<file path="src/rtl/imem_loader.sv">
// rtl/imem_loader.sv - byte-stream loader that writes 32-bit words into instruction memory
//
// Purpose:
//   Takes bytes over a valid/ready handshake. Packs each group of four bytes
//   into one little-endian instruction word. Writes each word with a
//   single-cycle pulse on the instruction memory write port. The CPU is held
//   for the whole load session.
//
// Ports:
//   clk         system clock, rising edge
//   reset       synchronous active-high reset, priority over everything
//   start       begin a session (sampled in IDLE only)
//   num_words   number of words to load, clamped to memory depth
//   byte_valid  byte_data is valid
//   byte_data   next byte, least significant byte of each word first
//   byte_ready  loader accepts a byte this cycle
//   we          one-cycle write enable per word
//   wa          word-aligned byte write address
//   wd          write data
//   cpu_hold    CPU must stall while high
//   busy        session in progress
//   done        one-cycle pulse at session end
module imem_loader #(
    parameter int INS_ADDRESS = 9,
    parameter int INS_W       = 32
) (
    input  logic                   clk,
    input  logic                   reset,
    input  logic                   start,
    input  logic [INS_ADDRESS-2:0] num_words,
    input  logic                   byte_valid,
    input  logic [7:0]             byte_data,
    output logic                   byte_ready,
    output logic                   we,
    output logic [INS_ADDRESS-1:0] wa,
    output logic [INS_W-1:0]       wd,
    output logic                   cpu_hold,
    output logic                   busy,
    output logic                   done
);

    localparam int DEPTH_W = INS_ADDRESS - 2;
    localparam int CNT_W   = INS_ADDRESS - 1;
    localparam logic [CNT_W-1:0] DEPTH   = {1'b1, {DEPTH_W{1'b0}}};
    localparam logic [CNT_W-1:0] CNT_ONE = {{(CNT_W-1){1'b0}}, 1'b1};

    typedef enum logic [1:0] {
        S_IDLE  = 2'd0,
        S_RECV  = 2'd1,
        S_WRITE = 2'd2,
        S_DONE  = 2'd3
    } state_t;

    state_t               state_q, state_d;
    logic [1:0]           idx_q, idx_d;
    logic [DEPTH_W-1:0]   addr_q, addr_d;
    logic [CNT_W-1:0]     rem_q, rem_d;
    // Only bytes 0..2 are staged; byte 3 is merged straight into wd.
    logic [23:0]          asm_q, asm_d;
    logic [INS_ADDRESS-1:0] wa_q, wa_d;
    logic [INS_W-1:0]     wd_q, wd_d;
    logic [CNT_W-1:0]     clamped;

    assign clamped = (num_words > DEPTH) ? DEPTH : num_words;

    always_comb begin
        state_d = state_q;
        idx_d   = idx_q;
        addr_d  = addr_q;
        rem_d   = rem_q;
        asm_d   = asm_q;
        wa_d    = wa_q;
        wd_d    = wd_q;
        case (state_q)
            S_IDLE: begin
                if (start) begin
                    rem_d   = clamped;
                    addr_d  = '0;
                    idx_d   = '0;
                    state_d = (clamped == '0) ? S_DONE : S_RECV;
                end
            end
            S_RECV: begin
                if (byte_valid) begin
                    idx_d = idx_q + 2'd1;
                    case (idx_q)
                        2'd0: asm_d[7:0]   = byte_data;
                        2'd1: asm_d[15:8]  = byte_data;
                        2'd2: asm_d[23:16] = byte_data;
                        default: begin
                            // Word complete: latch address/data so they are
                            // stable during WRITE and hold afterwards.
                            wa_d    = {addr_q, 2'b00};
                            wd_d    = {byte_data, asm_q};
                            state_d = S_WRITE;
                        end
                    endcase
                end
            end
            S_WRITE: begin
                addr_d  = addr_q + 1'b1;
                rem_d   = rem_q - 1'b1;
                idx_d   = '0;
                state_d = (rem_q == CNT_ONE) ? S_DONE : S_RECV;
            end
            default: begin
                state_d = S_IDLE;
            end
        endcase
    end

    always_ff @(posedge clk) begin
        if (reset) begin
            state_q <= S_IDLE;
            idx_q   <= '0;
            addr_q  <= '0;
            rem_q   <= '0;
            asm_q   <= '0;
            wa_q    <= '0;
            wd_q    <= '0;
        end else begin
            state_q <= state_d;
            idx_q   <= idx_d;
            addr_q  <= addr_d;
            rem_q   <= rem_d;
            asm_q   <= asm_d;
            wa_q    <= wa_d;
            wd_q    <= wd_d;
        end
    end

    assign byte_ready = (state_q == S_RECV);
    assign we         = (state_q == S_WRITE);
    assign done       = (state_q == S_DONE);
    assign cpu_hold   = (state_q != S_IDLE);
    assign busy       = (state_q != S_IDLE);
    assign wa         = wa_q;
    assign wd         = wd_q;

endmodule

</file>
<file path="config.mk">
export PLATFORM = sky130hd
export DESIGN_NAME = imem_loader
export DESIGN_NICKNAME = d
export VERILOG_FILES = /design/src/rtl/imem_loader.sv
export SDC_FILE = /design/constraint.sdc
export NUM_CORES = 1
export LEC_CHECK = 0
export CORE_MARGIN = 1
export CORE_UTILIZATION = 35
export CTS_CLUSTER_DIAMETER = 30
export DETAILED_ROUTE_END_ITERATION = 10
export GPL_TIMING_DRIVEN = 1
export HOLD_SLACK_MARGIN = 0.15
export SKIP_CTS_REPAIR_TIMING = 1
export SLEW_MARGIN = 5
export SYNTH_ARGS = -nofsm -noshare
export SYNTH_HDL_FRONTEND = slang
export SYNTH_SLANG_ARGS = --single-unit
</file>
<file path="constraint.sdc">
create_clock -name clk -period 3.2 [get_ports clk]
set_clock_uncertainty 0.15 [all_clocks]
set_input_delay 0.32 -clock clk [delete_from_list [all_inputs] [get_ports clk]]
set_output_delay 0.32 -clock clk [all_outputs]
set_load 0.05 [all_outputs]
</file>
**Yosys cells after proc, flatten, opt, wreduce, memory -nomap -nowiden**

Cells that the tools add are included.

- Mux-type cells: 14
- Eq/ne operators: 9
- Order comparisons: 1
- Bitwise operators: 1
- $add $sub $neg: 3
- Reductions and logical operators: 14

Operator list:

| cell | number |
|---|---|
| 3-bit AND reduction | 6 |
| 8-bit 2-to-1 mux | 2 |
| 8-bit one-hot mux with 2 select lines | 1 |
| 2-bit 2-to-1 mux | 7 |
| 7-bit one-hot mux with 2 select lines | 1 |
| 2-bit one-hot mux with 3 select lines | 2 |
| 8-bit by 1-bit == test with 1-bit output, second input constant | 1 |
| 8-bit greater-than comparator, second input constant | 1 |
| 8-bit zero test | 1 |
| 8-bit by 1-bit subtractor with 8-bit output, second input constant | 1 |
| 7-bit by 1-bit adder with 7-bit output, second input constant | 1 |
| 7-bit 2-to-1 mux | 1 |
| 2-bit == test, second input constant | 3 |
| 2-bit != test, second input constant | 3 |
| 2-bit by 1-bit == test with 1-bit output, second input constant | 2 |
| 2-bit zero test | 2 |
| 2-bit nonzero test | 2 |
| 3-bit nonzero test | 1 |
| 3-bit OR reduction | 1 |
| 2-bit by 1-bit adder with 2-bit output, second input constant | 1 |
| 2-bit AND reduction | 1 |
| 1-bit inverter | 1 |

- Flip-flop bits (word level): 82
- Output and inout bits: 46
- Logic and storage cells: 51
- Bits of input ports: 20

**Longest topological paths before layout**

- Word-level depth: 6
- Mapped depth: 7
- Gate-level depth less buffers: 6

**Worst setup path before layout**

No wires, ideal clock.

- Path kind: register to output
- Start point: register state_q[1]
- End point: output byte_ready
- Setup slack: 1.506 ns
- Stages on the path, launching flop included: 3
- Path buffers: 1
- Required time: 2.730 ns
- Data arrival time: 1.224 ns
- Cells stage by stage: dfxtp_1 clkbuf_1 nor2_1

- Cells in the longest elaborated chain, start to end: 1

Ends and longest elaborated chain:

| item | RTL line | text |
|---|---|---|
| start, declared | 54 | `state_t state_q, state_d;` |
| start signal, assigned | 122 | `state_q <= state_d;` |
| 2-bit by 1-bit == test with 1-bit output | 132 | `assign byte_ready = (state_q == S_RECV);` |
| end, declared | 33 | `output logic byte_ready,` |

No other way between the ends.

**Worst setup path after layout**

- Start point: register state_q[1]
- End point: output we

- Cells in the longest elaborated chain, start to end: 1

Ends and longest elaborated chain:

| item | RTL line | text |
|---|---|---|
| 2-bit == test | 133 | `assign we = (state_q == S_WRITE);` |
| end, declared | 34 | `output logic we,` |

No other way between the ends.

==> impl_metrics.env <==
export IMPL_status="completed"
export IMPL_fin_hold_ws_ps=301
export IMPL_port_buffers=63
export IMPL_max_slew_margin_rel_pct=33.4
export IMPL_clkPwrFrac_pct=36.2
export IMPL_h_tree_depth=3
export IMPL_synthFlopType="dfxtp_1"
export IMPL_crit_start="state_q[1]"
export IMPL_internal_power_mw=1.38
export IMPL_worst_path_max_fanout=15
export IMPL_grt_overflow=0
export IMPL_rsz0062_at_grt="false"
export IMPL_cts_buffers=9
export IMPL_syn_area_per_cell_sq_um=7.88
export IMPL_worst_setup_path_end_kind="output port"
export IMPL_cp_arrival_ps=2380
export IMPL_whs_path_depth=2
export IMPL_cts_root_buf="clkbuf_8"
export IMPL_grt_pass1_wl_um=13000
export IMPL_rr_endpoint="addr_q[5]"
export IMPL_gp_congestion=0.813
export IMPL_power_density_nw_per_um2=448
export IMPL_setup_tns_ps=0
export IMPL_pin_count=66
export IMPL_holdCritStartpoint="asm_q[17]"
export IMPL_cts_max_path_buffers=2
export IMPL_yosysTopAreaCellShare_pct=48.9
export IMPL_path_clk_slew_ps=90
export IMPL_coreArea_sq_um=9280
export IMPL_drtAntennaViolNets=0
export IMPL_dr_first_iter_drc_count=117
export IMPL_ys_warn_count=0
export IMPL_drt_wl_total_um=7630
export IMPL_r2r_slack_ps=1300
export IMPL_yosys_register_bits=82
export IMPL_comb_power_share_pct=8.1
export IMPL_worst_pin_slew_ps=999
export IMPL_synthDistinctLibCells=46
export IMPL_syn_cell_area_sq_um=3360
export IMPL_drtPass1Iterations=4
export IMPL_hold_end="wd[17]"
export IMPL_cts_tree="yes"
export IMPL_ff2ff_path_depth=5
export IMPL_wl_per_cell_um=12.5
export IMPL_die_x_um=100
export IMPL_ir_worst_vdd_mv=0.207
export IMPL_placementRows=35
export IMPL_first_global_vias=2778
export IMPL_rr_startpoint="state_q[1]"
export IMPL_via_count=2971
export IMPL_startpoint_type="flop"
export IMPL_hold_viol_final=0
export IMPL_fillerInstances=969
export IMPL_power_switching_mw=0.495
export IMPL_ys_seq_area_share_pct=48.9
export IMPL_slew_violations=0
export IMPL_max_freq_mhz=350
export IMPL_cts_sinks=82
export IMPL_synth_area_top_cells="dfxtp_1, nand2_1, a21oi_1, ha_1, nor2_1"
export IMPL_multi_input_area_sq_um=1530
export IMPL_via_per_inst=4.87
export IMPL_synth_area_leader_cell="dfxtp_1"
export IMPL_maxCapViolations=0
export IMPL_post_route_min_period_ps=2850
export IMPL_grt_usage_pct=16.4
export IMPL_nNetsFinal=503
export IMPL_initial_core_util_pct=36.2
export IMPL_num_antenna_cells=0
export IMPL_crit_type="flop to output port"
export IMPL_hpwl_um=5310
export IMPL_clk_latency_ps=350
export IMPL_total_power_mw=1.88
export IMPL_hold_path_class="flop to flop"
export IMPL_ff_latch_area_sq_um=1640
export IMPL_period_share_pct=89.2
export IMPL_required_ps=2730
export IMPL_remaining_drc_errors=0
export IMPL_setup_viol=0
export IMPL_syn_to_final_growth_pct=24.8
export IMPL_die_h_um=100
export IMPL_synthCells=426
export IMPL_p_seq_share_pct=55.7
export IMPL_drive_gt1_share_pct=5.41
export IMPL_die_area_sq_um=9990
export IMPL_p_leak_nw=1.37
export IMPL_swShare_pct=26.4
export IMPL_ys_top_cells_by_count="nand2_1, dfxtp_1, a21oi_1"
export IMPL_grt_max_degree=57
export IMPL_antenna_found_initial=0
export IMPL_async_flop_share_pct=0
export IMPL_synth_edf_count=0
export IMPL_synth_most_common_cell="nand2_1"
worst max-delay path, cell delays in order, from the launching register on:
cell	delay [ps]
dfxtp_1	610
nand2b_1	320
inv_2	260
clkdlybuf4s50_1	840
cell type report:
type	instances	area share (%)
multi-input combinational	309	36.4
timing repair buffer	68	15.8
sequential	82	39.2
clock inverter	6	1.16
inverter	6	0.537
tap	129	3.85
clock buffer	10	3.04
flip-flops by register name, summed over array words and instances (netlist names):
register,count
addr_q,7
rem_q,8
idx_q,2
wd,32
wa,7
asm_q,24
state_q,2
layer usage:
layer / GRT usage [%] / share of wire (%) / vias to the layer above
li1: - / - / 1516
met1: 20.7 / 47 / 1366
met2: 26.8 / 46 / 80
met3: 5.15 / 5.6 / 9
met4: 5.20 / 1.2 / 0
met5: 0 / 0 / -
cells in the final DEF (no fill, tap or decap), types with 2 or more instances in the layout:
| master | Yosys | routed |
|---|---|---|
| a22oi_1 | 4 | 4 |
| nand2_1 | 136 | 136 |
| o21ai_1 | 3 | 3 |
| clkdlybuf4s50_1 | 0 | 62 |
| a31oi_1 | 2 | 2 |
| clkbuf_8 | 0 | 9 |
| conb_1 | 1 | 2 |
| inv_6 | 0 | 3 |
| dfxtp_1 | 82 | 82 |
| nor2_1 | 22 | 22 |
| a311oi_1 | 2 | 2 |
| nor3b_1 | 3 | 3 |
| nor3_1 | 7 | 7 |
| a211oi_1 | 2 | 2 |
| nand3_1 | 6 | 6 |
| a2bb2oi_1 | 2 | 2 |
| buf_4 | 7 | 5 |
| and2_1 | 5 | 5 |
| and3b_1 | 2 | 2 |
| inv_1 | 5 | 5 |
| nand2b_1 | 5 | 5 |
| a21oi_1 | 74 | 74 |
| o21ai_0 | 4 | 4 |
| clkinvlp_4 | 0 | 3 |
| ha_1 | 7 | 7 |
| nor4_1 | 2 | 2 |
power groups by stage:
| stage | registers, mW | clock network [mW] | logic, mW |
|---|---|---|---|
| 3_5_place_dp | 1.07 | 0 | 0.151 |
| 6_report | 1.05 | 0.681 | 0.151 |
| 3_3_place_gp | 1.07 | 0 | 0.150 |
| 2_1_floorplan | 1.06 | 0 | 0.104 |
| 5_1_grt | 1.05 | 0.750 | 0.165 |
| 4_1_cts | 1.05 | 0.704 | 0.152 |
how the worst max path moves through the flow:
stage	to	slack, ps	cells past startpoint
2_1_floorplan	byte_ready	1510	2
3_3_place_gp	we	800	3
3_5_place_dp	we	780	3
4_1_cts	we	360	3
5_1_grt	we	190	3
6_report	we	350	3
per-stage QoR:
stage | util (%) | setup WS, ps | instances | cell area (sq um)
finish | 45.1 | 347 | 610 | 4190
global route | 45.1 | 193 | 610 | 4190
CTS | 45.1 | 364 | 610 | 4190
detailed placement | 43.2 | 775 | 594 | 4020
global placement | 43.2 | 804 | 594 | 4020
floorplan | - | 1510 | 427 | 3360
logic make-up after synthesis:
group	after synthesis	synth area share, %
compound gates	105	18.0
xor+xnor	1	0.261
fa+ha+maj	7	2.61
buf+inv	36	5.77
flops	82	48.9
other cells	1	0.112
simple gates	194	24.4
(Power assumes the default switching activity.)
